$ cat src/rtl/vga_pkg.sv
// Shared VGA timing constants and the raster coordinate type.
// Defaults describe standard 640x480 @ 60 Hz timing.
package vga_pkg;

   localparam int H_VISIBLE = 640;
   localparam int H_FP      = 16;
   localparam int H_SYNC    = 96;
   localparam int H_BP      = 48;
   localparam int V_VISIBLE = 480;
   localparam int V_FP      = 10;
   localparam int V_SYNC    = 2;
   localparam int V_BP      = 33;

   localparam int H_TOTAL  = H_VISIBLE + H_FP + H_SYNC + H_BP;
   localparam int V_TOTAL  = V_VISIBLE + V_FP + V_SYNC + V_BP;
   localparam int HS_START = H_VISIBLE + H_FP;
   localparam int HS_END   = HS_START + H_SYNC;
   localparam int VS_START = V_VISIBLE + V_FP;
   localparam int VS_END   = VS_START + V_SYNC;

   typedef logic [9:0] coord_t;

endpackage

$ cat src/rtl/vga_timing_gen_if.sv
// Raster/sync bundle from the timing generator to the colour mapper and VGA pins.
interface vga_timing_gen_if;
   import vga_pkg::*;

   logic   pixel_clk;
   coord_t DrawX;
   coord_t DrawY;
   logic   blank;
   logic   hs;
   logic   vs;
   logic   sync;
   logic   vblank_tick;

   modport master (output pixel_clk, DrawX, DrawY, blank, hs, vs, sync, vblank_tick);
   modport slave  (input  pixel_clk, DrawX, DrawY, blank, hs, vs, sync, vblank_tick);

endinterface

$ cat src/rtl/vga_timing_gen_mod_counter.sv
// Modulo-MODULUS up-counter with enable, synchronous reset and a wrap carry.
// next_o exposes the value the counter will hold after this edge.
module mod_counter
   import vga_pkg::*;
#(
   parameter int MODULUS = 800,
   parameter int WIDTH   = $bits(coord_t)
) (
   input  logic             clk_i,
   input  logic             rst_i,
   input  logic             en_i,
   output logic [WIDTH-1:0] count_o,
   output logic [WIDTH-1:0] next_o,
   output logic             carry_o
);

   localparam logic [WIDTH-1:0] LAST = WIDTH'(MODULUS - 1);

   logic [WIDTH-1:0] count_q, count_d;

   always_comb begin
      count_d = count_q;
      if (en_i) begin
         count_d = (count_q == LAST) ? '0 : count_q + 1'b1;
      end
   end

   always_ff @(posedge clk_i) begin
      if (rst_i) begin
         count_q <= '0;
      end else begin
         count_q <= count_d;
      end
   end

   assign count_o = count_q;
   assign next_o  = count_d;
   assign carry_o = en_i && (count_q == LAST);

endmodule

$ cat src/rtl/vga_timing_gen.sv
// VGA raster timing source: pixel clock divider, DrawX/DrawY counters,
// zero-skew hs/vs/blank registers and a once-per-frame vblank strobe.
module vga_timing_gen #(
   parameter int CLK_DIV   = 2,
   parameter int H_VISIBLE = vga_pkg::H_VISIBLE,
   parameter int H_FP      = vga_pkg::H_FP,
   parameter int H_SYNC    = vga_pkg::H_SYNC,
   parameter int H_BP      = vga_pkg::H_BP,
   parameter int V_VISIBLE = vga_pkg::V_VISIBLE,
   parameter int V_FP      = vga_pkg::V_FP,
   parameter int V_SYNC    = vga_pkg::V_SYNC,
   parameter int V_BP      = vga_pkg::V_BP
) (
   input  logic             Clk,
   input  logic             Reset,
   vga_timing_gen_if.master vga
);
   import vga_pkg::*;

   localparam int hTotal = H_VISIBLE + H_FP + H_SYNC + H_BP;
   localparam int vTotal = V_VISIBLE + V_FP + V_SYNC + V_BP;
   localparam int divW   = $clog2(CLK_DIV);

   localparam logic [divW-1:0] divLast  = divW'(CLK_DIV - 1);
   localparam logic [divW-1:0] pclkHigh = divW'(CLK_DIV / 2);

   localparam coord_t hVis    = coord_t'(H_VISIBLE);
   localparam coord_t vVis    = coord_t'(V_VISIBLE);
   localparam coord_t hsStart = coord_t'(H_VISIBLE + H_FP);
   localparam coord_t hsEnd   = coord_t'(H_VISIBLE + H_FP + H_SYNC);
   localparam coord_t vsStart = coord_t'(V_VISIBLE + V_FP);
   localparam coord_t vsEnd   = coord_t'(V_VISIBLE + V_FP + V_SYNC);

   logic [divW-1:0] divCnt_q, divCnt_d;
   logic            pixEn, hCarry, vWrap_unused;
   coord_t          hc, vc, hNext, vNext;
   logic            pixelClk_q, pixelClk_d;
   logic            hs_q, hs_d, vs_q, vs_d, blank_q, blank_d;
   logic            vblankTick_q, vblankTick_d;

   always_comb begin
      divCnt_d = (divCnt_q == divLast) ? '0 : divCnt_q + 1'b1;
   end

   assign pixEn = (divCnt_q == divLast);

   mod_counter #(.MODULUS(hTotal)) uHCount (
      .clk_i   (Clk),
      .rst_i   (Reset),
      .en_i    (pixEn),
      .count_o (hc),
      .next_o  (hNext),
      .carry_o (hCarry)
   );

   mod_counter #(.MODULUS(vTotal)) uVCount (
      .clk_i   (Clk),
      .rst_i   (Reset),
      .en_i    (pixEn & hCarry),
      .count_o (vc),
      .next_o  (vNext),
      .carry_o (vWrap_unused)
   );

   // Decode from the next counter values so the registered flags line up with DrawX/DrawY.
   always_comb begin
      pixelClk_d   = (divCnt_d >= pclkHigh);
      hs_d         = !((hNext >= hsStart) && (hNext < hsEnd));
      vs_d         = !((vNext >= vsStart) && (vNext < vsEnd));
      blank_d      = (hNext < hVis) && (vNext < vVis);
      vblankTick_d = hCarry && (vNext == vVis);
   end

   always_ff @(posedge Clk) begin
      if (Reset) begin
         divCnt_q     <= '0;
         pixelClk_q   <= 1'b0;
         hs_q         <= 1'b1;
         vs_q         <= 1'b1;
         blank_q      <= 1'b1;
         vblankTick_q <= 1'b0;
      end else begin
         divCnt_q     <= divCnt_d;
         pixelClk_q   <= pixelClk_d;
         vblankTick_q <= vblankTick_d;
         if (pixEn) begin
            hs_q    <= hs_d;
            vs_q    <= vs_d;
            blank_q <= blank_d;
         end
      end
   end

   assign vga.pixel_clk   = pixelClk_q;
   assign vga.DrawX       = hc;
   assign vga.DrawY       = vc;
   assign vga.blank       = blank_q;
   assign vga.hs          = hs_q;
   assign vga.vs          = vs_q;
   assign vga.sync        = 1'b0;
   assign vga.vblank_tick = vblankTick_q;

endmodule

$ cat src/flat_wrapper.sv
// flat-port wrapper written by rule: the top's interface ports become plain ports
module vga_timing_gen_flat import vga_pkg::*;
#(
   parameter int CLK_DIV   = 2,
   parameter int H_VISIBLE = vga_pkg::H_VISIBLE,
   parameter int H_FP      = vga_pkg::H_FP,
   parameter int H_SYNC    = vga_pkg::H_SYNC,
   parameter int H_BP      = vga_pkg::H_BP,
   parameter int V_VISIBLE = vga_pkg::V_VISIBLE,
   parameter int V_FP      = vga_pkg::V_FP,
   parameter int V_SYNC    = vga_pkg::V_SYNC,
   parameter int V_BP      = vga_pkg::V_BP
)
  (Clk, Reset, vga_pixel_clk, vga_DrawX, vga_DrawY, vga_blank, vga_hs, vga_vs, vga_sync, vga_vblank_tick);
  vga_timing_gen_if vga_i ();
  input  logic Clk;
  input  logic Reset;
  output wire logic [$bits(vga_i.pixel_clk)-1:0] vga_pixel_clk;
  output wire logic [$bits(vga_i.DrawX)-1:0] vga_DrawX;
  output wire logic [$bits(vga_i.DrawY)-1:0] vga_DrawY;
  output wire logic [$bits(vga_i.blank)-1:0] vga_blank;
  output wire logic [$bits(vga_i.hs)-1:0] vga_hs;
  output wire logic [$bits(vga_i.vs)-1:0] vga_vs;
  output wire logic [$bits(vga_i.sync)-1:0] vga_sync;
  output wire logic [$bits(vga_i.vblank_tick)-1:0] vga_vblank_tick;
  assign vga_pixel_clk = vga_i.pixel_clk;
  assign vga_DrawX = vga_i.DrawX;
  assign vga_DrawY = vga_i.DrawY;
  assign vga_blank = vga_i.blank;
  assign vga_hs = vga_i.hs;
  assign vga_vs = vga_i.vs;
  assign vga_sync = vga_i.sync;
  assign vga_vblank_tick = vga_i.vblank_tick;
  vga_timing_gen #(.CLK_DIV(CLK_DIV), .H_VISIBLE(H_VISIBLE), .H_FP(H_FP), .H_SYNC(H_SYNC), .H_BP(H_BP), .V_VISIBLE(V_VISIBLE), .V_FP(V_FP), .V_SYNC(V_SYNC), .V_BP(V_BP)) u_core (.Clk(Clk), .Reset(Reset), .vga(vga_i));
endmodule
$ cat config.mk
export PLATFORM = sky130hd
export DESIGN_NAME = vga_timing_gen_flat
export DESIGN_NICKNAME = d
export VERILOG_FILES = /design/src/rtl/vga_pkg.sv /design/src/rtl/vga_timing_gen_if.sv /design/src/rtl/vga_timing_gen_mod_counter.sv /design/src/rtl/vga_timing_gen.sv /design/src/flat_wrapper.sv
export SDC_FILE = /design/constraint.sdc
export NUM_CORES = 1
export LEC_CHECK = 0
export ABC_AREA = 1
export CAP_MARGIN = 15
export CORE_MARGIN = 2
export CORE_UTILIZATION = 40
export DETAILED_ROUTE_END_ITERATION = 10
export GPL_TIMING_DRIVEN = 0
export PLACE_DENSITY = 0.65
export SYNTH_ARGS = -nofsm -noshare
export SYNTH_HDL_FRONTEND = slang
export SYNTH_HIERARCHICAL = 1
export SYNTH_SLANG_ARGS = --single-unit
$ cat constraint.sdc
create_clock -name Clk -period 2.85 [get_ports Clk]
set_input_delay 0.4275 -clock Clk [delete_from_list [all_inputs] [get_ports Clk]]
set_output_delay 0.4275 -clock Clk [all_outputs]
set_load 0.02 [all_outputs]
# After elaboration in Yosys (flattened, before gate mapping)
# Index checks and enable logic that the tools add are counted.
[op_classes]
addsub = 3
n_lt_le_gt_ge = 7
eq_ne = 3
muxes = 5
bitwise = 1
n_reduce_logical = 7
[op_table]
columns = ["cell", "count"]
rows = [
  ["$mux 10", 4],
  ["$add 10x1->10 const B", 2],
  ["$eq 10x10->1 const B", 2],
  ["$lt 10x10->1 const B", 2],
  ["$lt 10x9->1 const B", 2],
  ["$eq 10x9->1 const B", 1],
  ["$ge 10x10->1 const B", 1],
  ["$ge 10x9->1 const B", 1],
  ["$logic_and 1x1->1", 5],
  ["$logic_not 1->1", 2],
  ["$add 1x1->1 const B", 1],
  ["$and 1x1->1", 1],
  ["$ge 1x1->1 const B", 1],
  ["$mux 1", 1],
]
[word_totals]
reg_bits = 26
in_bits = 2
out_inout_bits = 26
wordCells = 34

# Logic depth before layout (Yosys ltp)
[logic_depth]
word_depth = 7
ltp_mapped = 17
ltp_nobuf = 17

# Hierarchy
# The synthesis kept the hierarchy.
[modules_own_cells]
columns = ["mod", "instances", "cells_each", "area_each_um2"]
rows = [
  ["mod_counter (u_core.uVCount)", 1, 92, 611.8],
  ["mod_counter (u_core.uHCount)", 1, 86, 594.3],
  ["vga_timing_gen", 1, 53, 307.8],
]

# Worst setup path before layout
# No wires, ideal clock.
[synth_path]
path_kind = "reg2reg"
start = "reg u_core.uHCount.count_q[0], in the netlist u_core/uHCount/count_o[0]"
end = "reg u_core.vs_q, in the netlist u_core/vga.vs"
t_arrival_ps = 2280
path_slack_ps = 461
path_stages_with_launch = 17
n_path_buf = 0
synth_period_minus_slack_ps = 2389
cell_sequence = "dfxtp_1 ha_1 nand3_2 nor3_4 nand2_1 inv_1 nand2_2 nor2_4 nand2_2 o21bai_2 nand2_1 inv_1 nand2_1 nor2_4 nand3_1 nand2_1 inv_1"
[synth_between]
elab_chain_cells = 7
[synth_rtl]
columns = ["item", "line", "source"]
rows = [
  ["start, declared", "vga_timing_gen_mod_counter.sv:19", "logic [WIDTH-1:0] count_q, count_d;"],
  ["start signal, assigned", "vga_timing_gen_mod_counter.sv:32", "count_q <= count_d;"],
  ["$eq 10x10->1 (*)", "vga_timing_gen_mod_counter.sv:38", "assign carry_o = en_i && (count_q == LAST);"],
  ["$logic_and 1x1->1 (*)", "vga_timing_gen_mod_counter.sv:38", ""],
  ["via u_core.hCarry", "vga_timing_gen.sv:35", "logic pixEn, hCarry, vWrap_unused;"],
  ["$and 1x1->1 (*)", "vga_timing_gen.sv:59", ".en_i (pixEn & hCarry),"],
  ["$mux 10 (*)", "vga_timing_gen_mod_counter.sv:23", "if (en_i) begin"],
  ["via u_core.vNext[7]", "vga_timing_gen.sv:36", "coord_t hc, vc, hNext, vNext;"],
  ["$ge 10x9->1 or $lt 10x9->1 (tied branches)", "vga_timing_gen.sv:69", "vs_d = !((vNext >= vsStart) && (vNext < vsEnd));"],
  ["$logic_and 1x1->1 (*)", "vga_timing_gen.sv:69", ""],
  ["$logic_not 1->1 (*)", "vga_timing_gen.sv:69", ""],
  ["end signal, assigned", "vga_timing_gen.sv:88", "vs_q <= vs_d;"],
  ["end, declared", "vga_timing_gen.sv:38", "logic hs_q, hs_d, vs_q, vs_d, blank_q, blank_d;"],
]
# The timed path passes the listed nets; every way through them passes the cells marked *.
# A chain may end at the register's enable or synchronous reset.

# Worst setup path after layout
# Same ends and word-level chain as after synthesis.

==> metrics.txt <==
Tcrit/Tclk final=between 80% and 90%; Root Buffer Master=clkbuf_8; placed cell count=roughly 300; Leak=0.883 nW; CP startpoint=u_core/uHCount/count_o[0]$_SDFF_PP0_; Final WS setup=0.334 ns; WHS Endpoint=u_core/vga.blank$_SDFFE_PP1P_; # DRC=0; sum of buffers and inverters on the critical path=3; DR iter-0 viols=65; Site Rows=22; Max FO, Critical Path=7; syn_nets=232; routability congestion estimate=0.779; clock skew=0.00221 ns; R2R cell count=16; Place WS=roughly 0.26 ns; Worst-Skew Late Latency=0.26 ns; P&R area growth vs syn=25.9%; status=finished clean; metal3 WL=97 um; worst hold path depth=2; clock tree buffer depth=2; final core occ=51.9%; crit end category=flip-flop; Reg clk slew, reported paths=0.09 ns; maximum vdd drop=0.137 mV; cts hold-fix bufs=0; Register Area=500 um^2; GRT overflow=0; FF-to-FF setup slack=0.33 ns; unrepaired setup endpoints after global routing=no; worst hold start=u_core/vga.blank$_SDFFE_PP1P_; Routed WL=approximately 3000 um; total track usage=15.6%; nets=266; non-filler cells, final=308; fin crit period=roughly 2.5 ns; clock sink total=25; pin count of the biggest net entering global routing=14; Hold WC Path Type=flip-flop to flip-flop; Antenna Nets Post-Route=0; setup TNS=0 ns; Final Hold Viols=0; Diodes inserted=0; PD cells=322 nW/um^2; die height=65.2 um; initial antenna violation count=0; FMAX=0.398 GHz; average instance area after synthesis=approximately 6.6 um^2; crit path cell chain=ha_1 -> nand3_2 -> nor3_4 -> nand2_1 -> inv_1 -> nand2_2 -> nor2_4 -> nand2_2 -> o21bai_2 -> nand2_1 -> inv_1 -> nand2_1 -> nor2_4 -> nand3_1 -> nand2_1 -> inv_1; met2 wire length=around 1400 um; first-pass GRT wire length=5310 um; Met1 Routed Length=1490 um; critical path's most frequent cell=nand2_1; die area=4250 um^2; Die X=about 65 um; Num CTS Buffers=3; vias in the first global route=1320; vias per cell=~4.6; cell area after layout=1890 um^2; overall power=0.608 mW; Reg2Reg Capture Point=u_core/vga.vs$_SDFFE_PP1P_; CP Data Required Time=3.02 ns; R2R Path Start=u_core/uHCount/count_o[0]$_SDFF_PP0_; Worst EP arrival=around 2.7 ns; core area=3630 um^2; router iterations before antenna repair=4; WHS=0.508 ns; CTS tree=done; Synth Warn #=6; setup violators final=0; H-tree Lvls=1; largest stage delay on the critical path=0.40 ns; Startpoint Class=flip-flop; Detailed Place HPWL=2360 um; # IOs=28; max-slew violation count=0; Cell Area, Placed=1820 um^2; share of cells above drive strength 1=11.5%; critical path class=flip-flop to flip-flop; # Max-Cap Violations=0; Filler Cell Count=392; Port-buffer cells=26; slowest CP cell=dfxtp_1; vias post-DR=1412; area taken by multi-input logic gates=818 um^2; WL/cell=around 10 um; Post-Syn Area=1500 um^2; Starting Density=roughly two fifths; Max Used Layer=met4; post-synthesis cell count=227; crit-path leading delay family=simple AND/OR/NAND/NOR gates
-- cell usage in the layout (no fill, tap or decap), drive strengths merged --
cell           instances
nand3                 16
nand2                 60
nor2                  41
nand4                  8
a21oi                  3
xnor2                  1
clkdlybuf4s50         26
clkbuf                 4
xor2                   5
inv                   42
or3                    1
ha                     3
conb                   1
dfxtp                 25
o21ai                  5
nor3                  10
o21bai                 2
buf                    7
-- final cells by class --
class,instances,share of cell area (%)
Tap cell,48,3.18
Inverter,42,8.36
Timing Repair Buffer,29,15.0
Clock buffer,4,2.39
Sequential cell,25,26.5
Multi-Input combinational cell,156,43.4
Buffer,4,1.19
-- how the worst max path moves through the flow --
| stage | slack [ns] | endpoint | depth (start not counted) |
|---|---|---|---|
| detailed placement | 0.26 | u_core/vga.blank$_SDFFE_PP1P_ | 16 |
| global placement | 0.28 | u_core/vga.blank$_SDFFE_PP1P_ | 16 |
| finish | 0.33 | u_core/vga.vs$_SDFFE_PP1P_ | 16 |
| floorplan | 0.48 | u_core/vga.vs$_SDFFE_PP1P_ | 16 |
| CTS | 0.24 | u_core/vga.blank$_SDFFE_PP1P_ | 16 |
| global route | 0.02 | u_core/vga.vs$_SDFFE_PP1P_ | 16 |
-- per-layer routing --
metal	global-route usage, %	up-vias
met5	0	-
met4	5.99	0
met3	2.23	4
met2	27.3	22
met1	19.1	623
li1	-	763
-- what timing repair did --
| item | 4_1_cts | 5_1_grt |
|---|---|---|
| resized for setup | 0 | 0 |
| buffers inserted | 0 | 3 |
| setup endpoints to repair | 0 | 2 |
-- power breakdown --
part / switching, mW / total, mW / internal [mW]
clock network: 0.108 / 0.208 / 0.0998
logic: 0.0238 / 0.0410 / 0.0172
registers: 0.00543 / 0.359 / 0.354
-- state kept, by name, summed over array words and instances (netlist names) --
register / count
u_core/uHCount/count_o: 10
u_core/uVCount/count_o: 10
u_core/divCnt_q: 1
u_core/vga.blank: 1
u_core/vga.hs: 1
u_core/vga.vblank_tick: 1
u_core/vga.vs: 1
-- worst min-delay path, delay by kind of cell (launching register included) --
family           cells  cell delay, ns
flip-flops           1            0.34
AO/OA/AOI/OAI        1            0.08
AND/OR/NAND/NOR      1            0.06
Note: power is estimated with default switching activity, not from simulation.
